[config.mk]
export PLATFORM = sky130hd
export DESIGN_NAME = multicycle_ctrl
export DESIGN_NICKNAME = d
export VERILOG_FILES = /design/src/rtl/multicycle_ctrl.sv
export SDC_FILE = /design/constraint.sdc
export NUM_CORES = 1
export LEC_CHECK = 0
export CORE_MARGIN = 4
export CORE_UTILIZATION = 42
export DETAILED_ROUTE_END_ITERATION = 6
export GPL_TIMING_DRIVEN = 0
export HOLD_SLACK_MARGIN = 0.1
export PLACE_DENSITY = 0.73
export SKIP_CTS_REPAIR_TIMING = 1
export SLEW_MARGIN = 20
export SYNTH_ARGS = -nofsm -noshare
export SYNTH_HDL_FRONTEND = slang
export SYNTH_SLANG_ARGS = --single-unit
[constraint.sdc]
create_clock -name clk -period 4.08 [get_ports clk]
set_clock_uncertainty 0.2 [all_clocks]
set_input_delay 0.816 -clock clk [delete_from_list [all_inputs] [get_ports clk]]
set_output_delay 0.816 -clock clk [all_outputs]
set_load 0.02 [all_outputs]
[src/rtl/multicycle_ctrl.sv]
// Multi-cycle MIPS control FSM: sequences fetch/decode/execute/memory/writeback over a shared
// datapath, drives mux selects and write enables, and counts retired instructions.
module multicycle_ctrl #(
  parameter int CNT_W   = 32,
  parameter int ALUOP_W = 3
) (
  input  logic               clk,
  input  logic               reset_n,
  input  logic [5:0]         op,
  input  logic [5:0]         funct,
  input  logic               zero,
  input  logic               mem_ack,
  output logic               mem_req,
  output logic               mem_we,
  output logic               mem_isd,
  output logic               ir_wr,
  output logic               pc_wr,
  output logic [2:0]         npc_sel,
  output logic               reg_wr,
  output logic [1:0]         rd_sel,
  output logic [1:0]         wd_sel,
  output logic [1:0]         alub_sel,
  output logic [ALUOP_W-1:0] alu_op,
  output logic [CNT_W-1:0]   retired,
  output logic               illegal,
  output logic [3:0]         state_dbg
);

  // Memory handshake: mem_req rises and is held until the cycle mem_ack=1; read data is valid
  // in that ack cycle. mem_ack seen while mem_req=0 has no effect.

  typedef enum logic [3:0] {
    S_FETCH, S_DECODE, S_EXEC_R, S_EXEC_I, S_WB,
    S_MEM_ADDR, S_MEM, S_MEM_WB, S_BRANCH, S_JUMP
  } state_t;

  localparam logic [5:0] OP_RTYPE = 6'h00, OP_J = 6'h02, OP_JAL = 6'h03, OP_BEQ = 6'h04;
  localparam logic [5:0] OP_ORI = 6'h0d, OP_LUI = 6'h0f, OP_LW = 6'h23, OP_SW = 6'h2b;
  localparam logic [5:0] FN_SLL = 6'h00, FN_JR = 6'h08, FN_ADDU = 6'h21, FN_SUBU = 6'h23;

  localparam logic [ALUOP_W-1:0] ALU_ADD = ALUOP_W'(0);
  localparam logic [ALUOP_W-1:0] ALU_SUB = ALUOP_W'(1);
  localparam logic [ALUOP_W-1:0] ALU_OR  = ALUOP_W'(2);

  state_t state, state_nx;
  logic   count_inc, set_illegal;
  logic   is_r, is_addu, is_subu, is_jr, is_nop;
  logic   is_ori, is_lui, is_lw, is_sw, is_beq, is_j, is_jal;

  assign is_r    = (op == OP_RTYPE);
  assign is_addu = is_r && (funct == FN_ADDU);
  assign is_subu = is_r && (funct == FN_SUBU);
  assign is_jr   = is_r && (funct == FN_JR);
  assign is_nop  = is_r && (funct == FN_SLL);
  assign is_ori  = (op == OP_ORI);
  assign is_lui  = (op == OP_LUI);
  assign is_lw   = (op == OP_LW);
  assign is_sw   = (op == OP_SW);
  assign is_beq  = (op == OP_BEQ);
  assign is_j    = (op == OP_J);
  assign is_jal  = (op == OP_JAL);

  assign state_dbg = state;

  always_ff @(posedge clk or negedge reset_n) begin
    if (!reset_n) begin
      state   <= S_FETCH;
      retired <= '0;
      illegal <= 1'b0;
    end else begin
      state <= state_nx;
      if (count_inc)   retired <= retired + CNT_W'(1);
      if (set_illegal) illegal <= 1'b1;
    end
  end

  always_comb begin
    state_nx    = state;
    count_inc   = 1'b0;
    set_illegal = 1'b0;
    mem_req     = 1'b0;
    mem_we      = 1'b0;
    mem_isd     = 1'b0;
    ir_wr       = 1'b0;
    pc_wr       = 1'b0;
    npc_sel     = 3'b000;
    reg_wr      = 1'b0;
    rd_sel      = 2'b00;
    wd_sel      = 2'b00;
    alub_sel    = 2'b00;
    alu_op      = ALU_ADD;
    case (state)
      S_FETCH: begin
        mem_req = 1'b1;
        if (mem_ack) begin
          ir_wr    = 1'b1;
          pc_wr    = 1'b1;
          state_nx = S_DECODE;
        end
      end
      S_DECODE: begin
        if (is_addu || is_subu)            state_nx = S_EXEC_R;
        else if (is_ori || is_lui)         state_nx = S_EXEC_I;
        else if (is_lw || is_sw)           state_nx = S_MEM_ADDR;
        else if (is_beq)                   state_nx = S_BRANCH;
        else if (is_j || is_jal || is_jr)  state_nx = S_JUMP;
        else if (is_nop) begin
          state_nx  = S_FETCH;
          count_inc = 1'b1;
        end else begin
          state_nx    = S_FETCH;
          set_illegal = 1'b1;
        end
      end
      S_EXEC_R: begin
        alu_op   = is_subu ? ALU_SUB : ALU_ADD;
        state_nx = S_WB;
      end
      S_EXEC_I: begin
        if (is_ori) begin
          alub_sel = 2'b01;
          alu_op   = ALU_OR;
        end else begin
          alub_sel = 2'b11;
        end
        state_nx = S_WB;
      end
      S_WB: begin
        reg_wr    = 1'b1;
        rd_sel    = is_r ? 2'b01 : 2'b00;
        state_nx  = S_FETCH;
        count_inc = 1'b1;
      end
      S_MEM_ADDR: begin
        alub_sel = 2'b10;
        state_nx = S_MEM;
      end
      S_MEM: begin
        mem_req = 1'b1;
        mem_isd = 1'b1;
        mem_we  = is_sw;
        if (mem_ack) begin
          if (is_sw) begin
            state_nx  = S_FETCH;
            count_inc = 1'b1;
          end else begin
            state_nx = S_MEM_WB;
          end
        end
      end
      S_MEM_WB: begin
        reg_wr    = 1'b1;
        wd_sel    = 2'b01;
        state_nx  = S_FETCH;
        count_inc = 1'b1;
      end
      S_BRANCH: begin
        alu_op    = ALU_SUB;
        pc_wr     = zero;
        npc_sel   = 3'b001;
        state_nx  = S_FETCH;
        count_inc = 1'b1;
      end
      S_JUMP: begin
        pc_wr   = 1'b1;
        npc_sel = is_jr ? 3'b011 : 3'b010;
        if (is_jal) begin
          reg_wr = 1'b1;
          rd_sel = 2'b10;
          wd_sel = 2'b10;
        end
        state_nx  = S_FETCH;
        count_inc = 1'b1;
      end
      default: state_nx = S_FETCH;
    endcase
    // Outputs are forced quiet during reset so an in-flight request is withdrawn at once.
    if (!reset_n) begin
      mem_req  = 1'b0;
      mem_we   = 1'b0;
      mem_isd  = 1'b0;
      ir_wr    = 1'b0;
      pc_wr    = 1'b0;
      npc_sel  = 3'b000;
      reg_wr   = 1'b0;
      rd_sel   = 2'b00;
      wd_sel   = 2'b00;
      alub_sel = 2'b00;
      alu_op   = ALU_ADD;
    end
  end

endmodule

==> results of run 1 <==
[cell usage after synthesis, drive strengths merged (2+ instances only)]
cell,count
inv,5
a211oi,2
nand3,8
xor2,29
nor2,16
or3,3
dfrtp,37
nand2,19
a21oi,7
and3,5
nor4,14
o21ai,6
xnor2,2
nor3b,6
nand2b,5
nor2b,3
buf,7
or4b,2
and2,2
nand3b,4
o211ai,2
nor4b,7
nand4,7
nor3,13
clkbuf,4
or2,3
o21bai,2
[kinds of logic after synthesis]
group | count (synthesis) | share of synthesized area [%]
DFF | 37 | 41.2
xor gates and xnor gates | 31 | 12.1
buffers and inverters | 16 | 3.78
AOI/OAI and AO/OA | 23 | 6.34
muxes | 1 | 0.501
and+or+nand+nor | 121 | 35.4
adders and majority gates | 1 | 0.556
other | 1 | 0.167
[worst register-to-register path: cells and delay by family, from the launching register on]
family	cells	cell delay, ns
AO/OA/AOI/OAI	1	0.61
multiplexers	1	0.36
AND/OR/NAND/NOR	3	0.27
flip-flops	1	0.35
buffers and inverters	2	0.71
[metrics by stage]
| stage | util (%) | hold slack, ns | setup TNS (ns) | cell area (um^2) |
|---|---|---|---|---|
| after floorplan | - | 0.320 | 0 | 2250 |
| after detailed placement | 59.1 | 0.258 | -1.58 | 3040 |
| after global placement | 58.8 | 0.256 | -14.46 | 3020 |
| after CTS | 60.7 | 0.218 | -1.61 | 3120 |
| final | 61.5 | 0.213 | 0 | 3160 |
| after global routing | 61.5 | 0.228 | 0 | 3160 |
[final cells by class]
| class | instances | area [um^2] | area share [%] |
|---|---|---|---|
| multi-input combinational | 179 | 1270 | 40.3 |
| sequential | 37 | 926 | 29.3 |
| timing repair buffer | 69 | 703 | 22.2 |
| tap | 70 | 87.6 | 2.77 |
| clock buffer | 7 | 86.3 | 2.73 |
| buffer | 11 | 66.3 | 2.10 |
| inverter | 5 | 18.8 | 0.594 |
[state kept, by name (all words and copies together), names as in the netlist]
| register | cells |
|---|---|
| state_dbg | 4 |
| retired | 32 |
| illegal | 1 |
[placed cells by master, fill, tap and decap left out, drive strengths merged, types with 8 or more instances in the layout]
cell           instances
buf                   11
clkbuf                11
clkdlybuf4s50         60
dfrtp                 37
nand2                 19
nand3                  8
nor2                  16
nor3                  13
nor4                  14
xor2                  29
[path summary, 6_finish.rpt]
path,from,to,slack [ns],depth (start not counted)
min in group clk,retired[31],retired[31],0.26,1
worst max register to register,state_dbg[2],retired[1],1.47,7
worst max-delay path,op[2],alub_sel[1],0.16,7
worst min register to register,retired[31],retired[31],0.26,1
worst min-delay path,reset_n,retired[25],0.21,1
max in group asynchronous,reset_n,retired[16],3.02,2
[power breakdown]
group	total (uW)	internal [uW]	switching, uW
Combinational	266	116	150
Clock	255	134	121
Sequential	413	387	25.9
[layer usage]
metal  wire length, um  part of all wire (%)  track usage (%)
met4               114                   1.9             5.74
met5                 0                     0                0
met2              2930                    49             30.4
met1              2590                    44             26.1
met3               298                   5.0             3.66
==> metrics.md, run 1 <==
| Metric | Value |
|---|---|
| WL per Instance | `15.7 um` |
| Root buffer selected by CTS | `clkbuf_8` |
| Synth top area share | `41.2%` |
| Slowest stage delay, CP | `0.71 ns` |
| Worst vdd ir | `321 uV` |
| GP Congestion | `0.894` |
| Total global-route track usage | `19.0%` |
| DP Cell Count | `371` |
| CTS Buffer Depth | `2` |
| Critical path buffers and inverters | `2` |
| Post-Layout Cell Count | `378` |
| Least-Margin Pin Slew | `0.709 ns` |
| Number of core rows | `26` |
| Syn. warnings | `0` |
| Synthesized flop and latch total | `37` |
| Cell taking the most area after synthesis | `dfrtp_1` |
| Num CTS Buffers | `5` |
| Number of global-route vias before repair | `1961` |
| Share of layout cells above drive strength 1 | `14.3%` |
| Worst setup margin | `0.160 ns` |
| First-pass GRT wire length | `9.87 mm` |
| Via density | `5.52` |
| IO Count | `71` |
| Finish-stage setup viols | `0` |
| Ranking of synthesized cells by area | `dfrtp_1 41%, xor2_1 11%, nor4_2 6.1%, nor4b_2 3.3%, nand2_1 3.2%` |
| Kind of critical path | `in2out` |
| Pre-CTS setup slack | `-0.939 ns` |
| Critical Path End Type | `output port` |
| Relative max-transition margin | `52.4%` |
| Synth async-reset ratio | `100%` |
| Avg Cell Area, Syn | `9.73 um^2` |
| Max-slew violations | `0` |
| Unrepaired setup endpoints after global routing | `false` |
| Status | `completed` |
| Port buffer count | `68` |
| Cell Chain, Critical Path | `clkdlybuf4s50_1 > nand2_1 > or4b_2 > o211ai_1 > o21ai_0 > nor3b_1 > dlymetal6s2s_1` |
| Gr ovfl total | `0` |
| Largest net degree at the start of global routing | `30` |
| Initial DRC count | `151` |
| Worst Path Required | `3.06 ns` |
| Top_reg_cell synth | `dfrtp_1` |
| Remaining DRCs | `0` |
| Post-synth EDFFs | `0` |
| Seq/Total Area, Yosys | `41.2%` |
| Vias | `2088` |
| Die height | `81.2 um` |
| Starting Density | `43.7%` |
| Diode count | `0` |
| CP Launch Type | `input pin` |
| CTS tree | `done` |
| Routed WL | `5.93 mm` |
| Largest delay contributor family on the critical path | `simple AND/OR/NAND/NOR gates` |
| Clk slew on worst S/H paths | `0.07 ns` |
| ANT nets after route | `0` |
| Hold Violations, Final | `0` |
| Synth-to-layout area growth | `40.6%` |
| Crit-path slowest cell | `or4b_2` |
| Post-Synthesis Cells | `231` |
| Fin crit period | `3.92 ns` |
| Final Net Count | `325` |
| Post-Synthesis Cell Area | `2250 um^2` |
| Pleak | `0.00142 uW` |
| HP Class | `in2async` |
| H-Tree Depth | `2` |
| HPWL Detailed | `4.45 mm` |
| DR pass1 iterations | `4` |
| Core ar. | `5140 um^2` |
| Maxcap violations | `0` |
| Die W | `81.2 um` |
| Die Area | `6590 um^2` |
| Synth cell types | `44` |
| Crit-path max FO | `8` |
| Clk_lat worst skew | `0.28 ns` |
| Pwr Total | `934 uW` |
| Arr. time, crit path | `2.90 ns` |
| Tcrit/Tclk final | `96.1%` |
| CTS Sinks | `37` |
| Fmax | `0.255 GHz` |
| Antenna violations before repair | `0` |
| PD cells | `295 nW/um^2` |
| Fillers | `469` |
Note: power is estimated with default switching activity, not from simulation.
==> run 2: changes to the inputs <==
- SKIP_LAST_GASP: default -> 1
==> run 2 against run 1 <==
Compared with the run above: critical path depth unchanged; die area stayed put; sequential share of layout area hardly changed; combinational power about the same; fmax decreased by 1.1%; flip-flop and latch count unchanged; worst hold slack about the same; power is essentially flat.
==> metrics.md, run 2 (same netlist as run 1, synthesis figures left out) <==
| Metric | Value |
|---|---|
| CTS Buffer Depth | `2` |
| Critical Path End Type | `output port` |
| Tcrit/Tclk final | `97.2%` |
| Synth-to-layout area growth | `40.5%` |
| Finish-stage setup viols | `0` |
| Via density | `5.52` |
| Vias | `2086` |
| Initial DRC count | `152` |
| WL per Instance | `15.6 um` |
| ANT nets after route | `0` |
| Crit-path max FO | `6` |
| Commonest cells after routing, fill and taps aside | `60 x clkdlybuf4s50_1, 37 x dfrtp_1, 29 x xor2_1, 19 x nand2_1, 16 x nor2_1` |
| HPWL Detailed | `4.45 mm` |
| Remaining DRCs | `0` |
| Unrepaired setup endpoints after global routing | `true` |
| Switching Share | `31.8%` |
| Die height | `81.2 um` |
| PD cells | `295 nW/um^2` |
| Clock power share | `27.3%` |
| Status | `completed` |
| Kind of critical path | `in2out` |
| Port buffer count | `68` |
| CTS tree | `done` |
| Fillers | `470` |
| Final Net Count | `325` |
| DR pass1 iterations | `4` |
| Fmax | `0.252 GHz` |
| Share of layout cells above drive strength 1 | `14.0%` |
| Die W | `81.2 um` |
| Worst vdd ir | `321 uV` |
| Post-Layout Cell Count | `378` |
| Relative max-transition margin | `52.4%` |
| CP Launch Type | `input pin` |
| Crit path from | `op[1]` |
| Maxcap violations | `0` |
| Core ar. | `5140 um^2` |
| Total global-route track usage | `19.0%` |
| Least-Margin Pin Slew | `0.709 ns` |
| Routed WL | `5.90 mm` |
| HP Class | `in2async` |
| CTS Sinks | `37` |
| Sequential Power Share | `44.2%` |
| Clk slew on worst S/H paths | `0.07 ns` |
| Clk_lat worst skew | `0.28 ns` |
| Starting Density | `43.7%` |
| Most common cell after layout, fill and taps aside | `clkdlybuf4s50_1` |
| DP Cell Count | `371` |
| Arr. time, crit path | `2.95 ns` |
| Fin crit period | `3.96 ns` |
| Worst setup margin | `0.116 ns` |
| Register area | `926 um^2` |
| Num CTS Buffers | `5` |
| Largest net degree at the start of global routing | `30` |
| Die Area | `6590 um^2` |
| Diode count | `0` |
| Root buffer selected by CTS | `clkbuf_8` |
| Max reg flops | `32` |
| Number of core rows | `26` |
| Antenna violations before repair | `0` |
| Pleak | `0.00142 uW` |
| Final setup TNS | `0 ns` |
| Worst Path Required | `3.06 ns` |
| Combinational power share | `28.4%` |
| Multi-input logic area | `1270 um^2` |
| Max-slew violations | `0` |
| First-pass GRT wire length | `9.87 mm` |
| Internal power component | `637 uW` |
| Gr ovfl total | `0` |
| Path depth of the worst reg2reg path | `7` |
| Top reg by flops | `retired` |
| RR Startpoint | `state_dbg[2]` |
| IO Count | `71` |
| NetSw | `297 uW` |
| Pre-CTS setup slack | `-0.939 ns` |
| Number of global-route vias before repair | `1961` |
| GP Congestion | `0.894` |
| H-Tree Depth | `2` |
| Hold Violations, Final | `0` |
## run 2: worst paths after layout
kind                                to  slack [ns]
setup / recovery             alu_op[0]        0.12
hold / removal             retired[25]        0.21
setup reg to reg            retired[1]        1.46
hold reg to reg            retired[31]        0.26
max in group asynchronous  retired[16]        3.02
min in group clk           retired[31]        0.26
## run 2: per-stage QoR
| stage | hold slack [ns] | cell area (um^2) | total power [uW] | util [%] |
|---|---|---|---|---|
| 2_1_floorplan | 0.320 | 2250 | 567 | - |
| 3_3_place_gp | 0.256 | 3020 | 678 | 58.8 |
| 3_5_place_dp | 0.258 | 3040 | 683 | 59.1 |
| 4_1_cts | 0.218 | 3120 | 938 | 60.7 |
| 5_1_grt | 0.228 | 3160 | 982 | 61.5 |
| 6_report | 0.213 | 3160 | 933 | 61.5 |
## run 2: power by group through the flow
stage / registers (uW) / clock network (uW) / logic, uW
floorplan: 440 / 0 / 127
finish: 413 / 255 / 265
detailed placement: 419 / 0 / 264
global route: 416 / 275 / 290
CTS: 413 / 260 / 266
global placement: 419 / 0 / 259
## run 2: cell type report
class                   instances  area share [%]
multi-input cells             179            40.2
flip-flops and latches         37            29.3
repair buffers                 69            22.3
well taps                      70            2.77
clock buffers                   7            2.73
plain buffers                  11            2.10
inverters                       5           0.594
## run 2: metal layers
layer  share of wire (%)  global-route usage [%]  vias to the layer above
met5                   0                       0                        -
li1                    -                       -                      983
met4                 1.9                    5.74                        0
met2                  49                    30.4                       66
met1                  43                    26.1                     1026
met3                 5.6                    3.66                       11
## run 2: worst max-delay path, stage by stage
cell             delay (ns)
clkdlybuf4s50_1        0.52
nor2_1                 0.26
or4b_4                 0.54
nor4_4                 0.21
nand4b_1               0.17
a211oi_2               0.25
buf_4                  0.18
==> run 3: changes to the inputs <==
- CAP_MARGIN: default -> 20
- HOLD_SLACK_MARGIN: 0.1 -> 0.08
==> results of run 3 <==
The final DEF is identical to that of run 2; final timing and power are the same.
